**config.mk**
```make
export PLATFORM = sky130hd
export DESIGN_NAME = vga_frame_scanner
export DESIGN_NICKNAME = d
export VERILOG_FILES = /design/src/rtl/vga_frame_scanner.sv
export SDC_FILE = /design/constraint.sdc
export NUM_CORES = 1
export LEC_CHECK = 0
export CAP_MARGIN = 30
export CORE_ASPECT_RATIO = 1.25
export CORE_MARGIN = 2
export CORE_UTILIZATION = 39
export DETAILED_ROUTE_END_ITERATION = 10
export HOLD_SLACK_MARGIN = 0.05
export PLACE_DENSITY = 0.72
export SLEW_MARGIN = 20
export SYNTH_ARGS = -nofsm -noshare
export SYNTH_HDL_FRONTEND = slang
export SYNTH_SLANG_ARGS = --single-unit
```
**constraint.sdc**
```tcl
create_clock -name vga_clk -period 4 [get_ports vga_clk]
set_clock_uncertainty 0.05 [all_clocks]
set_input_delay 0.6 -clock vga_clk [delete_from_list [all_inputs] [get_ports vga_clk]]
set_output_delay 0.6 -clock vga_clk [all_outputs]
set_load 0.05 [all_outputs]
```
**src/rtl/vga_frame_scanner.sv**
```systemverilog
// vga_frame_scanner: 640x480@60 VGA timing, frame-buffer read addressing, pixel/sync alignment.
// Latency: RAM_LAT+1 cycles from scan counters to every output pin (sync, blank, rgb, frame_start).
// Backpressure: none; the pixel clock free-runs and enable=0 only parks the scan at (0,0).
//
// Ports:
//   vga_clk, reset   pixel clock; synchronous active-high reset
//   enable           1 = scan, 0 = counters held at 0 and idle values pushed down the pipe
//   mem_addr         frame-buffer port-B read address (combinational from the counters)
//   mem_q            port-B read data, valid RAM_LAT cycles after mem_addr; pixel in [7:0]
//   hsync, vsync     active-low syncs
//   blank_n          1 during visible pixels
//   red/green/blue   8-bit grey replicated to all three channels, black outside the window
//   frame_start      one-cycle pulse coincident with pixel (0,0) on the pins
module vga_frame_scanner #(
  parameter int H_ACTIVE = 640,
  parameter int H_FP     = 16,
  parameter int H_SYNC   = 96,
  parameter int H_BP     = 48,
  parameter int V_ACTIVE = 480,
  parameter int V_FP     = 10,
  parameter int V_SYNC   = 2,
  parameter int V_BP     = 33,
  parameter int IMG_W    = 256,
  parameter int IMG_H    = 256,
  parameter int X_OFF    = 192,
  parameter int Y_OFF    = 112,
  parameter int RAM_LAT  = 2,
  parameter int AW       = 16
) (
  input  logic          vga_clk,
  input  logic          reset,
  input  logic          enable,
  output logic [AW-1:0] mem_addr,
  input  logic [31:0]   mem_q,
  output logic          hsync,
  output logic          vsync,
  output logic          blank_n,
  output logic [7:0]    red,
  output logic [7:0]    green,
  output logic [7:0]    blue,
  output logic          frame_start
);

  localparam int H_TOTAL = H_ACTIVE + H_FP + H_SYNC + H_BP;
  localparam int V_TOTAL = V_ACTIVE + V_FP + V_SYNC + V_BP;
  localparam int HW      = $clog2(H_TOTAL);
  localparam int VW      = $clog2(V_TOTAL);
  localparam int WB      = $clog2(IMG_W);   // column bits of the frame-buffer address
  localparam int VRW     = AW - WB;         // row bits of the frame-buffer address

  localparam logic [HW-1:0] H_LAST = HW'(H_TOTAL - 1);
  localparam logic [HW-1:0] H_ACT  = HW'(H_ACTIVE);
  localparam logic [HW-1:0] HS_BEG = HW'(H_ACTIVE + H_FP);
  localparam logic [HW-1:0] HS_END = HW'(H_ACTIVE + H_FP + H_SYNC);
  localparam logic [HW-1:0] X_BEG  = HW'(X_OFF);
  localparam logic [HW-1:0] X_END  = HW'(X_OFF + IMG_W);

  localparam logic [VW-1:0] V_LAST = VW'(V_TOTAL - 1);
  localparam logic [VW-1:0] V_ACT  = VW'(V_ACTIVE);
  localparam logic [VW-1:0] VS_BEG = VW'(V_ACTIVE + V_FP);
  localparam logic [VW-1:0] VS_END = VW'(V_ACTIVE + V_FP + V_SYNC);
  localparam logic [VW-1:0] Y_BEG  = VW'(Y_OFF);
  localparam logic [VW-1:0] Y_END  = VW'(Y_OFF + IMG_H);

  // Illegal configurations are rejected at elaboration.
  if (X_OFF + IMG_W > H_ACTIVE || Y_OFF + IMG_H > V_ACTIVE) begin : g_chk_window
    $error("vga_frame_scanner: image window does not fit inside the active area");
  end
  if (IMG_W < 2 || (IMG_W & (IMG_W - 1)) != 0) begin : g_chk_img_w
    $error("vga_frame_scanner: IMG_W must be a power of two >= 2");
  end
  if (IMG_W * IMG_H > 2 ** AW) begin : g_chk_aw
    $error("vga_frame_scanner: AW too narrow for IMG_W*IMG_H");
  end
  if (RAM_LAT < 1) begin : g_chk_lat
    $error("vga_frame_scanner: RAM_LAT must be at least 1");
  end

  // Per-pixel control bits that travel alongside the RAM read.
  typedef struct packed {
    logic active;
    logic hs_n;
    logic vs_n;
    logic in_win;
    logic sof;
  } scan_t;

  localparam scan_t SCAN_IDLE = '{active: 1'b0, hs_n: 1'b1, vs_n: 1'b1, in_win: 1'b0, sof: 1'b0};

  // ---------------------------------------------------------------- counters
  logic [HW-1:0] h_cnt_q, h_cnt_d;
  logic [VW-1:0] v_cnt_q, v_cnt_d;

  always_comb begin
    h_cnt_d = h_cnt_q;
    v_cnt_d = v_cnt_q;
    if (!enable) begin
      h_cnt_d = '0;
      v_cnt_d = '0;
    end else if (h_cnt_q == H_LAST) begin
      h_cnt_d = '0;
      v_cnt_d = (v_cnt_q == V_LAST) ? '0 : v_cnt_q + VW'(1);
    end else begin
      h_cnt_d = h_cnt_q + HW'(1);
    end
  end

  always_ff @(posedge vga_clk) begin
    if (reset) begin
      h_cnt_q <= '0;
      v_cnt_q <= '0;
    end else begin
      h_cnt_q <= h_cnt_d;
      v_cnt_q <= v_cnt_d;
    end
  end

  // ---------------------------------------------------------------- stage-0 decode
  logic           in_win;
  logic [WB-1:0]  h_rel;
  logic [VRW-1:0] v_rel;
  scan_t          stage0;

  assign in_win = (h_cnt_q >= X_BEG) && (h_cnt_q < X_END) &&
                  (v_cnt_q >= Y_BEG) && (v_cnt_q < Y_END);

  // IMG_W is a power of two, so row*IMG_W + col is just {row, col}.
  assign h_rel    = WB'(h_cnt_q - X_BEG);
  assign v_rel    = VRW'(v_cnt_q - Y_BEG);
  assign mem_addr = in_win ? {v_rel, h_rel} : '0;

  // While disabled the pipe is fed idle values so the pins drain to black/no-sync.
  always_comb begin
    stage0 = SCAN_IDLE;
    if (enable) begin
      stage0.active = (h_cnt_q < H_ACT) && (v_cnt_q < V_ACT);
      stage0.hs_n   = !((h_cnt_q >= HS_BEG) && (h_cnt_q < HS_END));
      stage0.vs_n   = !((v_cnt_q >= VS_BEG) && (v_cnt_q < VS_END));
      stage0.in_win = in_win;
      stage0.sof    = (h_cnt_q == '0) && (v_cnt_q == '0);
    end
  end

  // ---------------------------------------------------------------- RAM-latency delay line
  scan_t pipe_q [RAM_LAT];
  scan_t pipe_d [RAM_LAT];

  always_comb begin
    pipe_d[0] = stage0;
    for (int i = 1; i < RAM_LAT; i++) begin
      pipe_d[i] = pipe_q[i-1];
    end
  end

  always_ff @(posedge vga_clk) begin
    if (reset) begin
      for (int i = 0; i < RAM_LAT; i++) begin
        pipe_q[i] <= SCAN_IDLE;
      end
    end else begin
      for (int i = 0; i < RAM_LAT; i++) begin
        pipe_q[i] <= pipe_d[i];
      end
    end
  end

  // ---------------------------------------------------------------- output register
  // The tail of the delay line lines up with mem_q for the same pixel.
  scan_t       tail;
  logic [23:0] rgb_q, rgb_d;
  logic        hsync_q, vsync_q, blank_n_q, frame_start_q;
  logic        unused_mem_hi;

  assign tail          = pipe_q[RAM_LAT-1];
  assign rgb_d         = (tail.active && tail.in_win) ? {3{mem_q[7:0]}} : 24'h0;
  assign unused_mem_hi = ^mem_q[31:8];

  always_ff @(posedge vga_clk) begin
    if (reset) begin
      rgb_q         <= '0;
      hsync_q       <= 1'b1;
      vsync_q       <= 1'b1;
      blank_n_q     <= 1'b0;
      frame_start_q <= 1'b0;
    end else begin
      rgb_q         <= rgb_d;
      hsync_q       <= tail.hs_n;
      vsync_q       <= tail.vs_n;
      blank_n_q     <= tail.active;
      frame_start_q <= tail.sof;
    end
  end

  assign red         = rgb_q[23:16];
  assign green       = rgb_q[15:8];
  assign blue        = rgb_q[7:0];
  assign hsync       = hsync_q;
  assign vsync       = vsync_q;
  assign blank_n     = blank_n_q;
  assign frame_start = frame_start_q;

endmodule
```
==> results of run 1 <==
[area by class of cell]
class / count / share of cell area, %
multi-input combinational: 149 / 37.5
sequential: 42 / 32.3
timing repair buffer: 56 / 21.3
tap: 62 / 2.98
clock buffer: 5 / 2.64
clock inverter: 3 / 1.68
inverter: 11 / 1.59
[how the worst max path moves through the flow]
stage	from	to	cells past startpoint
2_1_floorplan	v_cnt_q[5]$_SDFFE_PP0P_	mem_addr[14]	5
3_3_place_gp	v_cnt_q[5]$_SDFFE_PP0P_	mem_addr[8]	7
3_5_place_dp	v_cnt_q[5]$_SDFFE_PP0P_	mem_addr[9]	7
4_1_cts	v_cnt_q[5]$_SDFFE_PP0P_	mem_addr[9]	7
5_1_grt	v_cnt_q[5]$_SDFFE_PP0P_	mem_addr[14]	7
6_report	v_cnt_q[5]$_SDFFE_PP0P_	mem_addr[9]	7
[flip-flops by register name, indices dropped and copies added, names as in the netlist]
signal and count:
frame_start 1, pipe_q 10, hsync 1, vsync 1, v_cnt_q 10, rgb_q 8, h_cnt_q 10, blank_n 1
[metrics by stage]
stage	worst slack, ps	power [mW]	util (%)
6_report	462	0.784	51.2
5_1_grt	278	0.814	51.2
4_1_cts	477	0.793	51.2
3_5_place_dp	807	0.458	49.0
3_3_place_gp	853	0.458	49.0
2_1_floorplan	1320	0.444	-
[report_power, final]
part	total (mW)	switching (mW)	internal (mW)	leakage [nW]
Combinational	0.0257	0.0122	0.0136	0.547
Clock	0.336	0.149	0.187	0.0585
Sequential	0.423	0.00155	0.421	0.340
Total	0.784	0.162	0.622	0.945
[critical path, delay by kind of cell (launching register included)]
kind | cells | cell delay (ps)
DFF | 1 | 490
xor gates and xnor gates | 1 | 160
buffers and inverters | 2 | 990
adders and majority gates | 1 | 340
and+or+nand+nor | 2 | 500
AOI/OAI and AO/OA | 1 | 120
[metal layers]
metal	wire length (um)	GRT usage [%]	vias up
met5	0	0	-
met4	78	5.53	0
met3	346	4.91	8
met2	2010	25.7	66
met1	1750	17.5	726
li1	-	-	816
[cells by family (layout without fill, tap and decap cells)]
| logic type | Yosys count | count (layout) | synth area share, % |
|---|---|---|---|
| and+or+nand+nor | 108 | 108 | 28.9 |
| DFF | 42 | 42 | 41.0 |
| buffers and inverters | 38 | 75 | 11.6 |
| xor gates and xnor gates | 19 | 19 | 8.10 |
| AOI/OAI and AO/OA | 11 | 11 | 3.90 |
| adders and majority gates | 10 | 10 | 6.09 |
| muxes | 1 | 1 | 0.488 |
[synth_stat cells, types with 2 or more instances]
library cell and n:
a21oi_1 3, and3_1 15, buf_4 18, buf_6 3
clkbuf_1 2, clkbuf_2 3, dfxtp_1 42, ha_1 10
inv_1 11, nand2_1 14, nand3_1 10, nand4_1 5
nor2_1 31, nor2b_1 5, nor3_1 6, nor4_1 7
o21ai_0 2, or2_2 4, xnor2_1 17, xor2_1 2
==> results.json, run 1 <==
{
  "status": "complete, no violations",
  "synth_nets": 274,
  "nets": 310,
  "ir_worst_vdd_mv": 0.214,
  "ys_types": 39,
  "slew_headroom_pct": 65.7,
  "dieArea_um2": 5860,
  "synth.avg_cell_area_um2": 8.97,
  "worst_hold_path_type": "register to register",
  "cts_made_buffers": 5,
  "ys_seq_elements": 42,
  "post_cts_resized": 0,
  "synthArstFlopShare_pct": 0,
  "hpwl_um": 3030,
  "yosysTopAreaCellShare_pct": 41.0,
  "fin_cells": 328,
  "path_clk_slew_ps": 80,
  "synthCells": 229,
  "placed_area_um2": 2490,
  "drcViolationCount": 0,
  "h-tree-depth": 2,
  "crit_required_ps": 3350,
  "ff_latch_area_um2": 841,
  "die_width_um": 68.9,
  "ff2ff_setup_slack_ps": 1740,
  "drv_slew": 0,
  "max_freq_mhz": 283,
  "p_per_area_nw_per_um2": 301,
  "rsz0062_at_grt": "false",
  "worstRegToRegCells": 5,
  "dp_cells": 320,
  "grt_pass1_vias": 1484,
  "start_util_pct": 40.4,
  "final_hold_viol_count": 0,
  "wl_per_cell_um": 12.8,
  "port_buffers": 54,
  "multi_input_area_um2": 975,
  "synth_area_leaders": "dfxtp_1, xnor2_1, buf_4",
  "worstHoldPathCells": 1,
  "avgViaCountPerCell": 4.93,
  "drtPass1Iterations": 4,
  "cts_hold_buf": 0,
  "antenna_left": 0,
  "setup_viol": 0,
  "setup-tns-final_ps": 0,
  "synth-edff-count": 0,
  "clock_latency_ps": 290,
  "r2r-end": "v_cnt_q[9]$_SDFFE_PP0P_",
  "reg2reg_from": "h_cnt_q[0]$_SDFF_PP0_",
  "crit_slowest_cell": "clkdlybuf4s50_1",
  "grt_usage_pct": 15.2,
  "grt_max_degree": 15,
  "antenna_cells": 0,
  "ys.flop_type": "dfxtp_1",
  "gp_congestion": 0.841,
  "worstPathCellList": "ha_1 > a21oi_1 > xnor2_1 > buf_4 > nand2_1 > nor2_1 > clkdlybuf4s50_1",
  "antenna_found_initial": 0,
  "wirelength_um": 4180,
  "route.vias.total": 1616,
  "worstPathMaxFanout": 10,
  "grt_overflow": 0,
  "critPathArrivalTime_ps": 2890,
  "path_class": "register to output port",
  "num-fill-cells": 483,
  "design_area_um2": 2600,
  "cp-end-kind": "output port",
  "core_um2": 5080,
  "synth-seq-area-share_pct": 41.0,
  "io_pins": 79,
  "netlist_area_um2": 2050,
  "drive_gt1_share_pct": 7.14,
  "clock_path_buffers": 2,
  "yosys.area.top_type": "dfxtp_1",
  "cts_tree": "done",
  "num_rows": 29,
  "worst_pin_slew_ps": 513,
  "min_to": "pipe_q[0][7]$_SDFF_PP1_",
  "post_cts_buffers": 0,
  "final_common_cell": "clkdlybuf4s50_1",
  "fin_crit_ps": 3540,
  "cts.sinks": 42,
  "drt_iter0_drc": 49,
  "power.leakage_nw": 0.945,
  "max_stage_delay_ps": 820,
  "period_share_pct": 88.5,
  "maxCapViolCount": 0,
  "min-delay-start": "pipe_q[0][2]$_SDFF_PP1_",
  "timing.hold.ws_ps": 361,
  "root_buffer": "clkbuf_8",
  "grt_pass1_wl_um": 6790,
  "mostFrequentLayoutCells": "clkdlybuf4s50_1, dfxtp_1, nor2_1, xnor2_1, and3_1",
  "yosys_warnings": 0,
  "die_h_um": 85.1,
  "area_delta_synth_final_pct": 26.8,
  "startpoint_type": "register"
}
Note: power is estimated with default switching activity, not from simulation.
==> run 2, diff against run 1 <==
--- a/config.mk
+++ b/config.mk
@@ -7,7 +7,6 @@
 export LEC_CHECK = 0
 export CAP_MARGIN = 30
 export CORE_ASPECT_RATIO = 1.25
-export CORE_MARGIN = 2
 export CORE_UTILIZATION = 39
 export DETAILED_ROUTE_END_ITERATION = 10
 export HOLD_SLACK_MARGIN = 0.05
==> run 2 against run 1 <==
Global-route usage rose by 1.4 points. Core utilization fell by 0.37 points. Sequential share of layout area rose by 0.23 points. Hold slack improved by 2.4 ps. Routed wire length rose by 1.1%. Die area fell by 5.2%. Cell count did not move. First-iteration DRC count fell by 24%. Fmax fell by 1.4%. Count of clock-buffer cells in the layout did not move. Critical path type unchanged. Largest cell class unchanged.
==> results.json, run 2 (synthesis gave the netlist of run 1 again) <==
{
  "power.leakage_nw": 0.931,
  "cts_made_buffers": 5,
  "clock_latency_ps": 290,
  "placed_area_um2": 2490,
  "drv_slew": 0,
  "setup_viol": 0,
  "gp_congestion": 0.871,
  "core_um2": 5080,
  "p_comb_share_pct": 3.5,
  "drtPass1Iterations": 4,
  "max_freq_mhz": 279,
  "nets": 310,
  "finalPower_mw": 0.728,
  "swShare_pct": 23.0,
  "wl_per_cell_um": 12.9,
  "post_cts_buffers": 0,
  "timing.hold.ws_ps": 364,
  "design_area_um2": 2580,
  "start_util_pct": 40.4,
  "antenna_found_initial": 0,
  "startpoint_type": "register",
  "final_common_cell": "clkdlybuf4s50_1",
  "root_buffer": "clkbuf_8",
  "avgViaCountPerCell": 4.97,
  "maxCapViolCount": 0,
  "critPathArrivalTime_ps": 2940,
  "antenna_cells": 0,
  "grt_usage_pct": 16.6,
  "ir_worst_vdd_mv": 0.181,
  "hpwl_um": 3040,
  "h-tree-depth": 2,
  "die_h_um": 83.1,
  "grt_overflow": 0,
  "area_delta_synth_final_pct": 25.8,
  "grt_pass1_vias": 1502,
  "num_rows": 29,
  "rsz0062_at_grt": "false",
  "dieArea_um2": 5560,
  "grt_pass1_wl_um": 7030,
  "num-fill-cells": 485,
  "largestRegisters": "h_cnt_q: 10 flops, pipe_q: 10 flops, v_cnt_q: 10 flops",
  "fin_crit_ps": 3590,
  "worst_pin_slew_ps": 551,
  "mostFrequentLayoutCells": "clkdlybuf4s50_1, dfxtp_1, nor2_1, xnor2_1, and3_1",
  "antenna_left": 0,
  "status": "complete, no violations",
  "drcViolationCount": 0,
  "die_width_um": 66.9,
  "clock_path_buffers": 2,
  "post_cts_resized": 0,
  "cts.sinks": 42,
  "final_hold_viol_count": 0,
  "worstPathMaxFanout": 10,
  "path_clk_slew_ps": 80,
  "cts_hold_buf": 0,
  "grt_max_degree": 16,
  "clockPowerShare_pct": 38.4,
  "drt_iter0_drc": 37,
  "worst_hold_path_type": "register to register",
  "cp-end-kind": "output port",
  "route.vias.total": 1630,
  "cts_tree": "done",
  "drive_gt1_share_pct": 7.14,
  "p_per_area_nw_per_um2": 282,
  "crit_required_ps": 3350,
  "wirelength_um": 4230,
  "seqPwrFrac_pct": 58.1,
  "setup-tns-final_ps": 0,
  "power.internal_mw": 0.561,
  "switching_power_mw": 0.167,
  "slew_headroom_pct": 63.1,
  "period_share_pct": 89.7,
  "path_class": "register to output port",
  "port_buffers": 54,
  "io_pins": 79
}
## run 2: cell types whose count changed in the layout (fill, tap and decap cells not counted), sizes merged
cell / change
clkinvlp: +1
bufinv: -1
## run 2: path summary, 6_finish.rpt
kind,cells past startpoint,from,endpoint,slack (ps)
worst max-delay path,7,v_cnt_q[5]$_SDFFE_PP0P_,mem_addr[14],410
worst min-delay path,1,pipe_q[0][7]$_SDFF_PP1_,vsync$_SDFF_PP1_,360
worst min register to register,1,pipe_q[0][7]$_SDFF_PP1_,vsync$_SDFF_PP1_,360
worst max register to register,5,h_cnt_q[1]$_SDFF_PP0_,v_cnt_q[9]$_SDFFE_PP0P_,1720
## run 2: through the flow
stage / worst slack [ps] / std cells / util, %
global route: 197 / 328 / 50.9
CTS: 368 / 328 / 50.9
global placement: 844 / 320 / 49.0
detailed placement: 772 / 320 / 49.0
finish: 411 / 328 / 50.9
floorplan: 1320 / 229 / -
## run 2: power groups by stage
stage	Clock (mW)	Combinational, mW	Sequential [mW]
global route	0.307	0.0284	0.423
finish	0.280	0.0257	0.423
floorplan	0	0.0103	0.434
global placement	0	0.0253	0.433
detailed placement	0	0.0258	0.433
CTS	0.291	0.0260	0.423
## run 2: worst max-delay path, cell delays in order (launching register included)
cell             delay (ps)
dfxtp_1                 500
ha_1                    330
a21oi_1                 120
xnor2_1                 210
buf_4                   180
nand2_1                 260
nor2_1                  200
clkdlybuf4s50_1         820
## run 2: area by class of cell
cell class              count  area (um2)  area share (%)
clock inverters             3        25.0           0.969
well taps                  62        77.6            3.00
repair buffers             56         556            21.5
multi-input cells         149         975            37.7
clock buffers               5        68.8            2.66
flip-flops and latches     42         841            32.5
inverters                  11        41.3            1.60
## run 2: layer usage
metal / vias to the layer above / share of wire [%] / track usage (%)
met5: - / 0 / 0
met4: 0 / 2.6 / 7.54
met3: 11 / 7.6 / 3.85
met2: 70 / 49 / 28.3
met1: 733 / 41 / 19.1
li1: 816 / - / -
